<file path="src/rtl/seg7_scan_display_pkg.sv">
// Shared seven-segment definitions: the segment bit order and the active-low
// glyph patterns used by every display block in this slice.
package seg7_scan_display_pkg;

  // Segment bit positions within a pattern, packed as {g,f,e,d,c,b,a}.
  localparam int SEG_A = 0;
  localparam int SEG_B = 1;
  localparam int SEG_C = 2;
  localparam int SEG_D = 3;
  localparam int SEG_E = 4;
  localparam int SEG_F = 5;
  localparam int SEG_G = 6;

  // Active-low glyphs: a 0 bit lights the segment.
  localparam logic [6:0] SEG_HEX_0 = 7'h40;
  localparam logic [6:0] SEG_HEX_1 = 7'h79;
  localparam logic [6:0] SEG_HEX_2 = 7'h24;
  localparam logic [6:0] SEG_HEX_3 = 7'h30;
  localparam logic [6:0] SEG_HEX_4 = 7'h19;
  localparam logic [6:0] SEG_HEX_5 = 7'h12;
  localparam logic [6:0] SEG_HEX_6 = 7'h02;
  localparam logic [6:0] SEG_HEX_7 = 7'h78;
  localparam logic [6:0] SEG_HEX_8 = 7'h00;
  localparam logic [6:0] SEG_HEX_9 = 7'h10;
  localparam logic [6:0] SEG_HEX_A = 7'h08;
  localparam logic [6:0] SEG_HEX_B = 7'h03;
  localparam logic [6:0] SEG_HEX_C = 7'h46;
  localparam logic [6:0] SEG_HEX_D = 7'h21;
  localparam logic [6:0] SEG_HEX_E = 7'h06;
  localparam logic [6:0] SEG_HEX_F = 7'h0E;

  // All segments dark.
  localparam logic [6:0] SEG_OFF = 7'h7F;

endpackage

</file>
<file path="src/rtl/seg7_hex_decode.sv">
// Combinational hex-nibble to active-low seven-segment decoder.
module seg7_hex_decode
  import seg7_scan_display_pkg::*;
(
  input  logic [3:0] nib,
  output logic [6:0] seg
);

  // Full 0-F lookup; lower-case b and d keep them distinct from 8 and 0.
  always_comb begin
    seg = SEG_OFF;
    case (nib)
      4'h0: seg = SEG_HEX_0;
      4'h1: seg = SEG_HEX_1;
      4'h2: seg = SEG_HEX_2;
      4'h3: seg = SEG_HEX_3;
      4'h4: seg = SEG_HEX_4;
      4'h5: seg = SEG_HEX_5;
      4'h6: seg = SEG_HEX_6;
      4'h7: seg = SEG_HEX_7;
      4'h8: seg = SEG_HEX_8;
      4'h9: seg = SEG_HEX_9;
      4'hA: seg = SEG_HEX_A;
      4'hB: seg = SEG_HEX_B;
      4'hC: seg = SEG_HEX_C;
      4'hD: seg = SEG_HEX_D;
      4'hE: seg = SEG_HEX_E;
      4'hF: seg = SEG_HEX_F;
      default: seg = SEG_OFF;
    endcase
  end

endmodule

</file>
<file path="src/rtl/seg7_scan_display.sv">
// Multiplexed multi-digit seven-segment controller: digit scanning with an
// anti-ghosting gap, frame-synchronous double buffering, leading-zero
// blanking and per-digit blink. All display outputs are active-low.
module seg7_scan_display
  import seg7_scan_display_pkg::*;
#(
  parameter int DIGITS       = 4,
  parameter int SCAN_DIV     = 50000,
  parameter int BLANK_CYC    = 2,
  parameter int BLINK_FRAMES = 100
) (
  input  logic                  CLOCK_50,
  input  logic                  RST,
  input  logic                  load,
  input  logic [4*DIGITS-1:0]   value,
  input  logic [DIGITS-1:0]     dp_in,
  input  logic                  lz_blank,
  input  logic [DIGITS-1:0]     blink_en,
  output logic [6:0]            SEG,
  output logic                  DP,
  output logic [DIGITS-1:0]     DIG_SEL,
  output logic                  frame_done
);

  localparam int PW = $clog2(SCAN_DIV);
  localparam int IW = (DIGITS > 1) ? $clog2(DIGITS) : 1;
  localparam int BW = $clog2(BLINK_FRAMES + 1);

  logic [PW-1:0]         presc_p0;
  logic [IW-1:0]         idx_p0;
  logic                  tick;
  logic                  wrap;

  logic [4*DIGITS-1:0]   sh_val;
  logic [DIGITS-1:0]     sh_dp;
  logic                  sh_lz;
  logic                  pending;
  logic [4*DIGITS-1:0]   act_val;
  logic [DIGITS-1:0]     act_dp;
  logic                  act_lz;

  logic [BW-1:0]         blink_cnt;
  logic                  blink_hide;

  logic [DIGITS-1:0]     lz_mask;
  logic                  zero_run;
  logic [3:0]            cur_nib;
  logic [6:0]            dec_seg;

  logic [6:0]            seg_p1;
  logic                  dp_p1;
  logic [DIGITS-1:0]     sel_p1;

  // Slot terminal count and frame wrap (last slot of the last digit).
  always_comb begin
    tick = (presc_p0 == PW'(SCAN_DIV - 1));
    wrap = tick && (idx_p0 == IW'(DIGITS - 1));
  end

  assign frame_done = wrap;

  // Prescaler and digit index; the index steps once per slot.
  always_ff @(posedge CLOCK_50 or posedge RST) begin
    if (RST) begin
      presc_p0 <= '0;
      idx_p0   <= '0;
    end else if (tick) begin
      presc_p0 <= '0;
      idx_p0   <= wrap ? '0 : idx_p0 + 1'b1;
    end else begin
      presc_p0 <= presc_p0 + 1'b1;
    end
  end

  // Shadow/active double buffer: active only changes on a frame wrap, so a
  // frame never shows a mix of old and new data. A load landing on the wrap
  // still hands over the previous shadow and keeps the new one pending.
  always_ff @(posedge CLOCK_50 or posedge RST) begin
    if (RST) begin
      sh_val  <= '0;
      sh_dp   <= '0;
      sh_lz   <= 1'b0;
      pending <= 1'b0;
      act_val <= '0;
      act_dp  <= '0;
      act_lz  <= 1'b0;
    end else begin
      if (wrap && pending) begin
        act_val <= sh_val;
        act_dp  <= sh_dp;
        act_lz  <= sh_lz;
      end
      if (load) begin
        sh_val  <= value;
        sh_dp   <= dp_in;
        sh_lz   <= lz_blank;
        pending <= 1'b1;
      end else if (wrap) begin
        pending <= 1'b0;
      end
    end
  end

  // Blink phase flips after every BLINK_FRAMES frame wraps.
  always_ff @(posedge CLOCK_50 or posedge RST) begin
    if (RST) begin
      blink_cnt  <= '0;
      blink_hide <= 1'b0;
    end else if (wrap) begin
      if (blink_cnt == BW'(BLINK_FRAMES - 1)) begin
        blink_cnt  <= '0;
        blink_hide <= ~blink_hide;
      end else begin
        blink_cnt <= blink_cnt + 1'b1;
      end
    end
  end

  // Leading-zero mask: walk down from the top digit while nibbles stay zero;
  // digit 0 always stays visible so a zero value still shows "0".
  always_comb begin
    lz_mask  = '0;
    zero_run = 1'b1;
    for (int i = DIGITS - 1; i >= 0; i--) begin
      zero_run   = zero_run & (act_val[4*i +: 4] == 4'h0);
      lz_mask[i] = act_lz & zero_run & (i != 0);
    end
  end

  // Nibble of the digit currently being scanned.
  always_comb begin
    cur_nib = act_val[{idx_p0, 2'b00} +: 4];
  end

  seg7_hex_decode u_dec (
    .nib (cur_nib),
    .seg (dec_seg)
  );

  // ---- p0 -> p1: registered pin drive for the current slot ----
  // Blank gap at slot start disables every digit; a leading-zero blanked
  // digit keeps its decimal point if that dp bit is set, while blink hides
  // both segments and point.
  always_ff @(posedge CLOCK_50 or posedge RST) begin
    if (RST) begin
      seg_p1 <= SEG_OFF;
      dp_p1  <= 1'b1;
      sel_p1 <= '1;
    end else if (presc_p0 < PW'(BLANK_CYC)) begin
      seg_p1 <= SEG_OFF;
      dp_p1  <= 1'b1;
      sel_p1 <= '1;
    end else begin
      sel_p1 <= ~(DIGITS'(1) << idx_p0);
      if (blink_hide && blink_en[idx_p0]) begin
        seg_p1 <= SEG_OFF;
        dp_p1  <= 1'b1;
      end else begin
        seg_p1 <= lz_mask[idx_p0] ? SEG_OFF : dec_seg;
        dp_p1  <= ~act_dp[idx_p0];
      end
    end
  end

  assign SEG     = seg_p1;
  assign DP      = dp_p1;
  assign DIG_SEL = sel_p1;

endmodule

</file>
<file path="config.mk">
export PLATFORM = sky130hd
export DESIGN_NAME = seg7_scan_display
export DESIGN_NICKNAME = d
export VERILOG_FILES = /design/src/rtl/seg7_scan_display_pkg.sv /design/src/rtl/seg7_hex_decode.sv /design/src/rtl/seg7_scan_display.sv
export SDC_FILE = /design/constraint.sdc
export NUM_CORES = 1
export LEC_CHECK = 0
export BUFFER_PORTS_ARGS = -buffer_cell sky130_fd_sc_hd__buf_2
export CAP_MARGIN = 20
export CORE_AREA = 8 8 140 77
export DETAILED_ROUTE_END_ITERATION = 10
export DIE_AREA = 0 0 148 85
export SLEW_MARGIN = 20
export SYNTH_ARGS = -nofsm -noshare
export SYNTH_HDL_FRONTEND = slang
export SYNTH_SLANG_ARGS = --single-unit
</file>
<file path="constraint.sdc">
create_clock -name CLOCK_50 -period 3 [get_ports CLOCK_50]
set_input_delay 0.3 -clock CLOCK_50 [delete_from_list [all_inputs] [get_ports CLOCK_50]]
set_output_delay 0.3 -clock CLOCK_50 [all_outputs]
set_load 0.005 [all_outputs]
</file>
After elaboration in Yosys (flattened, before gate mapping):

Memory sizes are Yosys's and may differ from the RTL's.
Cells that the tools add are included.

* $add $sub $neg: 3
* order comparisons: 2
* equality and inequality tests: 3
* shift operators: 2
* muxes and demuxes: 17
* bitwise logic cells: 8
* reduce and logical (&&, ||, !) cells: 8

Operators with widths (number)
* 7-bit 2-to-1 mux: 4
* 16-bit by 1-bit adder with 16-bit output (second input constant): 1
* 16-bit equality test (second input constant): 1
* 16-bit by 2-bit < comparator with 1-bit output (second input constant): 1
* 16-bit 2-to-1 mux: 1
* 16-bit by 5-bit variable part select with 4-bit output: 1
* 4-bit logical NOT: 3
* 7-bit by 1-bit adder with 7-bit output (second input constant): 1
* 7-bit equality test (second input constant): 1
* 1-bit 2-to-1 mux: 7
* 1-bit binary-select mux with 2-bit select: 3
* 1-bit AND: 5
* 4-bit 2-to-1 mux: 1
* 4-bit NOT: 1
* 1-bit by 2-bit left shift with 4-bit output (first input constant): 1
* 1-bit logical AND: 3
* 2-bit by 3-bit < comparator with 1-bit output (second input constant): 1
* 2-bit by 1-bit adder with 2-bit output (second input constant): 1
* 2-bit equality test (second input constant): 1
* 2-bit 2-to-1 mux: 1
* 1-bit NOT: 2
* 2-bit AND reduction: 1
* 2-bit nonzero test: 1

* bits in registers: 81
* memory bits (read-only): 112
* input port bits: 28
* output and inout port bits: 13
* memories kept: 1

Memories
* (no name shown): depth 16, bits a word 7, rd ports 1, clocked after memory_dff 0, wr ports 0, line seg7_hex_decode.sv:12 `case (nib)`

Depth between registers and ports, before layout:

Gate-level depths: netlist of run 1.

* word-level depth: 9
* mapped depth: 8

Cells and area by module:

A second synthesis of run 1 with hierarchy kept.

* cell total of the unflattened synthesis: 296
* area, all modules: 3777.4 um^2

By module, submodules not included
* seg7_scan_display: instances 1, cells each 264, area each 3502.1 um^2
* seg7_hex_decode: instances 1, cells each 32, area each 275.3 um^2

Worst setup path before layout of run 1:

OpenSTA, ideal clock, no wires.

* path type: register to register
* start: register idx_p0[0]
* end: register seg_p1[1], in the netlist SEG[1]
* setup time: 0.095 ns
* data arrival time: 1.824 ns
* data required time: 2.905 ns
* path slack: 1.082 ns
* cell stages (with the launch flop): 7
* period minus slack after synthesis: 1.918 ns
* path through: dfrtp_1 > buf_4 > mux4_2 > inv_1 > ha_1 > o211ai_1 > o211ai_1

* cells in the longest elaborated chain, start to end: 5
* elaborated cells on any way between the ends: 10

RTL lines
* from (decl): line seg7_scan_display.sv:30 `logic [IW-1:0] idx_p0;`
* from (signal assigned): line seg7_scan_display.sv:69 `idx_p0 <= wrap ? '0 : idx_p0 + 1'b1;`
* 16-bit by 5-bit variable part select with 4-bit output (tied with other cells): line seg7_scan_display.sv:132 `cur_nib = act_val[{idx_p0, 2'b00} +: 4];`
* memory read 16 x 7 bit (tied with other cells)
* 7-bit 2-to-1 mux or 1-bit logical AND (tied branches): line seg7_scan_display.sv:159, seg7_scan_display.sv:155
* 7-bit 2-to-1 mux *: line seg7_scan_display.sv:155 `if (blink_hide && blink_en[idx_p0]) begin`
* 7-bit 2-to-1 mux *: line seg7_scan_display.sv:149 `end else if (presc_p0 < PW'(BLANK_CYC)) begin`
* to (signal assigned): line seg7_scan_display.sv:159 `seg_p1 <= lz_mask[idx_p0] ? SEG_OFF : dec_seg;`
* to (decl): line seg7_scan_display.sv:50 `logic [6:0] seg_p1;`

Every way passes the cells marked *; elsewhere a longest branch is shown, timed or not. The select of a mux whose other input is x is not followed.
A chain may end at the register's enable or synchronous reset.

Final worst setup path of run 1:

Same ends and word-level chain as after synthesis.

==> results of run 1 <==
power groups by stage:
stage	Clock [W]	Sequential [W]	Combinational, W
3_5_place_dp	0	0.00116	0.0000836
6_report	0.00119	0.00114	0.0000804
4_1_cts	0.00122	0.00114	0.0000841
2_1_floorplan	0	0.00115	0.0000513
5_1_grt	0.00127	0.00114	0.0000913
3_3_place_gp	0	0.00116	0.0000815
critical path, stage by stage, from the launching register on:
cell and delay, ns:
dfrtp_1 0.72, mux4_2 0.65, inv_1 0.16, ha_1 0.27, o211ai_1 0.19, o211ai_1 0.15
per-stage QoR:
step / total power, W / area (um2) / cells
after floorplan: 0.00120 / 3840 / 294
after global placement: 0.00124 / 4140 / 447
after detailed placement: 0.00124 / 4140 / 447
after CTS: 0.00245 / 4460 / 463
after global routing: 0.00251 / 4460 / 463
final: 0.00241 / 4460 / 463
worst paths after layout:
path	from	to	slack, ns	depth (start not counted)
hold reg to reg	blink_hide	blink_hide	0.48	1
hold / removal	RST	presc_p0[5]	0.02	3
max in group asynchronous	RST	SEG[3]	2.59	3
setup reg to reg	idx_p0[0]	SEG[1]	0.75	5
setup / recovery	idx_p0[0]	SEG[1]	0.75	5
min in group CLOCK_50	dp_in[0]	sh_dp[0]	0.20	2
sequential cells by signal, indices dropped and copies added (netlist names), 2 cells and up:
register,count
presc_p0,16
SEG,7
sh_val,16
idx_p0,2
act_val,16
DIG_SEL,4
blink_cnt,7
sh_dp,4
act_dp,4
layer usage:
metal / vias to the layer above / share of wire, %
met4: 0 / 0.55
met5: - / 0
met2: 50 / 39
li1: 1142 / -
met3: 4 / 5.0
met1: 1150 / 55
cells in the mapped netlist (3+ instances only):
cell / count
buf_1: 3
mux2_2: 24
dfrtp_1: 69
nor4_1: 5
nand2_1: 23
o211ai_1: 5
mux4_2: 6
and3_1: 4
mux2i_1: 4
xor2_1: 6
nand4_1: 3
mux2_4: 20
nor2_1: 14
o21ai_0: 7
o31ai_1: 3
nor2b_1: 4
xnor2_1: 9
dfstp_2: 12
ha_1: 12
inv_1: 10
nor3_1: 4
nand2b_1: 3
nand3_1: 13
cell usage in the layout, fill, tap and decap left out, types with 5 or more instances in the layout:
master	n
mux2_4	20
nand3_1	13
o211ai_1	5
xor2_1	6
mux2_2	24
nand2_1	23
ha_1	12
nor2_1	14
dfrtp_1	69
inv_1	9
clkbuf_16	9
mux4_2	6
xnor2_1	9
buf_2	40
o21ai_0	7
nor4_1	5
dfstp_2	12
layout make-up:
cell class                 count  area [um2]  share of cell area, %
sequential                    81        2040                   45.8
multi-input combinational    194        1690                   37.8
clock buffer                  14         264                   5.92
timing repair buffer          41         220                   4.94
tap                          121         151                   3.39
clock inverter                 2        60.1                   1.35
inverter                      10        38.8                  0.869
cells by family after synthesis:
| family | synth area share [%] |
|---|---|
| AOI/OAI and AO/OA | 5.02 |
| muxes | 19.4 |
| buffers and inverters | 2.90 |
| xor gates and xnor gates | 3.42 |
| and+or+nand+nor | 12.1 |
| DFF | 53.2 |
| adders and majority gates | 3.91 |
==> flow_summary_export.csv, run 1 <==
group,metric,value,unit
run,drv_cap,0,
cts,htreeDepth,3,
synth,yosysTopAreaCell,"dfrtp_1",
sta,slew_headroom,60.4,%
die,start_util,42.9,%
synth,synth.area.top_cells,"dfrtp_1 (45%), dfstp_2 (8.2%), mux2_4 (7.8%)",
worst_setup_path,crit_arrival,2.48,ns
power,vdd_ir_drop_max,280,uV
finish,fin_util,49.9,%
sta,fin_ws,0.751,ns
drt,drt_wl_total,7630,um
drt,drc,0,
power,seqPwrFrac,47.3,%
synth,async_flop_share,100,%
finish,synthToLayoutAreaGrowth,16.2,%
synth,synth_ff_type,"dfrtp_1",
placement,hpwl,5430,um
synth,synth_cells,294,
cts,postCtsSetupRepairBufs,0,
power,swShare,19.6,%
power,p_clk_share,49.3,%
global_route,grt_max_degree,82,
drt,wl_per_cell,16.5,um
min_path,holdCritPathClass,"in -> async",
worst_setup_path,end_kind,"flip-flop",
run_status,outcome,"complete, no violations",
sta,period_share,75.0,%
cts,cts.path.max_buffers,2,
finish,drive_gt1_share,36.3,%
synth,syn-cell-area,3840,um2
sta,fin_hold_ws,0.0223,ns
global_route,grt_use_met3,4.99,%
global_route,use_met2,15.9,%
drt,dr.first_iter.drc_count,133,
drt,vias,2346,
sta,finalSetupTns,0,ns
cts,cts_sinks,81,
synth,syn_area_per_cell,13.1,um2
drt,via_per_inst,5.07,
global_route,grt-busiest-layer,"met1",
global_route,grt_usage,13.2,%
drt,ant_nets,0,
synth,ys_ff_latch,81,
sta,setup_violations,0,
placement,portBuffers,40,
placement,gp_congestion,0.767,
sta,slew_viol_final,0,
global_route,grt_use_met1,20.2,%
sta,fmax,0.445,GHz
die,core,8950,um2
sta,skew,0.00933,ns
drt,firstDrtPassIters,4,
die,die_x,148,um
sta,fin_crit,2.25,ns
cts,hold_buffers,0,
synth,synth_edf_count,0,
die,dieArea,12600,um2
worst_setup_path,worstPathMaxFanout,14,
placement,place_worst_setup_slack,0.778,ns
synth,synth_top_area_share,45.0,%
synth,synthDistinctLibCells,47,
cts,cts_tree,"done",
sta,grt_setup_unrepaired,"no",
global_route,antenna_found_initial,0,
finish,fin_nets,377,
synth,synth_warnings,0,
synth,seq_area_frac_synth,53.2,%
cts,cts_buffers,9,
sta,hold_viol,0,
worst_setup_path,critPathLaunchType,"flip-flop",
cts,insertion_delay,0.34,ns
cts,ctsResizeCount,0,
power,power_density,540,nW/um2
die,io_pins,41,
finish,antenna_cells,0,
power,intPower,0.00194,W
global_route,grt_pass1_vias,2355,
finish,fillers,808,
power,p_leak,2.02,nW
cts,root_buffer,"clkbuf_16",
die,die_y,85,um
worst_setup_path,required,3.24,ns
die,rows,25,
cts,path_clk_slew,0.06,ns
worst_setup_path,critical_path_class,"reg -> reg",
power,comb_power_share,3.3,%
global_route,overflow,0,
synth,syn_nets,334,
global_route,grt_pass1_wl,12900,um
power,switchingPower,0.000471,W
sta,tightest_slew,0.593,ns
(Power assumes the default switching activity.)
==> run 2, diff against run 1 <==
- clock period: 3 -> 2.15 ns (I/O delays scaled with it)
==> flow_summary_export.csv, run 2 (synthesis results as in run 1) <==
group,metric,value,unit
global_route,grt_pass1_wl,13000,um
finish,multi_input_area,1690,um2
finish,layout_common_cells,"dfrtp_1 (68), buf_2 (40), mux2_2 (24)",
power,p_leak,2.04,nW
placement,dp_cells,452,
die,io_pins,41,
drt,ant_nets,0,
sta,fin_hold_ws,-0.00656,ns
die,die_y,85,um
sta,slew_viol_final,0,
cts,postCtsSetupRepairBufs,0,
power,comb_power_share,3.4,%
global_route,overflow,0,
worst_setup_path,reg2reg_depth,6,
drt,dr_wl_met3,400,um
sta,fin_crit,1.99,ns
power,vdd_ir_drop_max,502,uV
finish,reg.largest.list,"act_val x16, presc_p0 x16, sh_val x16",
cts,ctsResizeCount,0,
finish,drive_gt1_share,38.0,%
global_route,antenna_found_initial,0,
placement,portBuffers,40,
cts,cts_sinks,81,
finish,fillers,821,
drt,met1_length,4250,um
sta,skew,0.00451,ns
cts,root_buffer,"clkbuf_16",
worst_setup_path,end_kind,"flip-flop",
power,swShare,19.9,%
global_route,grt_max_degree,82,
worst_setup_path,critPathLaunchType,"flip-flop",
power,seqPwrFrac,47.8,%
die,start_util,42.9,%
worst_setup_path,endpoint,"act_dp[1]",
worst_setup_path,crit_start,"presc_p0[0]",
die,rows,25,
global_route,grt_usage,13.1,%
sta,finalSetupTns,0,ns
cts,path_clk_slew,0.06,ns
power,switchingPower,0.000663,W
min_path,holdCritPathClass,"in -> async",
finish,fin_util,50.4,%
sta,slew_headroom,64.4,%
finish,antenna_cells,0,
drt,wl_per_cell,16.1,um
run_status,outcome,"complete, but fails checks",
placement,place_area,4180,um2
worst_setup_path,r2r_start,"presc_p0[0]",
cts,cts_tree,"done",
finish,ff_latch_area,2040,um2
sta,hold_viol,5,
worst_setup_path,crit_arrival,2.20,ns
drt,via_per_inst,5.09,
power,power_density,739,nW/um2
finish,fin_cells,468,
die,dieArea,12600,um2
drt,drt_wl_total,7530,um
cts,hold_buffers,0,
run_status,violations,"negative hold slack",
sta,grt_setup_unrepaired,"no",
power,intPower,0.00267,W
sta,tightest_slew,0.534,ns
sta,fmax,0.504,GHz
die,die_x,148,um
cts,cts.path.max_buffers,2,
placement,hpwl,5520,um
cts,insertion_delay,0.33,ns
die,core,8950,um2
drt,wl_met2,2790,um
worst_setup_path,required,2.36,ns
power,finalPower,0.00333,W
finish,fin_nets,382,
drt,drc,0,
drt,maxUsedRoutingLayer,"met4",
finish,design_area,4510,um2
run,drv_cap,0,
worst_setup_path,r2r-end,"act_dp[1]",
worst_setup_path,worstPathMaxFanout,21,
drt,firstDrtPassIters,4,
cts,htreeDepth,3,
worst_setup_path,critical_path_class,"reg -> reg",
placement,gp_congestion,0.794,
drt,vias,2380,
cts,cts_buffers,9,
global_route,grt_pass1_vias,2377,
drt,dr.first_iter.drc_count,179,
power,p_clk_share,48.8,%
sta,period_share,92.3,%
finish,synthToLayoutAreaGrowth,17.5,%
worst_setup_path,reg2reg_slack,0.16,ns
sta,setup_violations,0,
finish,layout_commonest_cell,"dfrtp_1",
## run 2: area by class of cell
class	instances	area share (%)
Clock buffer	11	5.38
Clock inverter	5	1.75
Inverter	10	0.916
Multi-Input combinational cell	194	37.6
Sequential cell	81	45.3
Tap cell	121	3.36
Timing Repair Buffer	46	5.72
## run 2: worst max-delay path, cell delays in order, from the launching register on
cell and delay [ns]:
dfrtp_1 0.40, ha_1 0.23, nand3_1 0.15, nor3_2 0.28, and3_4 0.28, nand2_8 0.17
mux2_4 0.34
## run 2: metrics by stage
step	setup slack, ns	hold WS, ns
after floorplan	0.232	0.367
after global placement	0.137	0.367
after detailed placement	0.0841	0.364
after CTS	0.0801	0.0127
after global routing	0.0310	0.0271
final	0.165	-0.00656
## run 2: worst min-delay path by stage
stage / start / to / slack (ns)
floorplan: dp_in[0] / sh_dp[0] / 0.37
global placement: RST / blink_cnt[5] / 0.37
detailed placement: RST / blink_cnt[5] / 0.36
CTS: RST / sh_val[2] / 0.01
global route: RST / sh_val[2] / 0.03
finish: RST / blink_cnt[5] / -0.007
## run 2: routing by layer
layer  vias to the layer above  GRT usage, %
met2                        49          15.7
met5                         -             0
met4                         0          4.69
met1                      1175          20.5
li1                       1147             -
met3                         9          4.25
## run 2: power groups by stage
stage / clock network [W] / logic (W) / registers [W]
2_1_floorplan: 0 / 0.0000720 / 0.00161
3_3_place_gp: 0 / 0.000113 / 0.00162
3_5_place_dp: 0 / 0.000115 / 0.00162
4_1_cts: 0.00167 / 0.000116 / 0.00159
5_1_grt: 0.00175 / 0.000126 / 0.00160
6_report: 0.00163 / 0.000112 / 0.00159
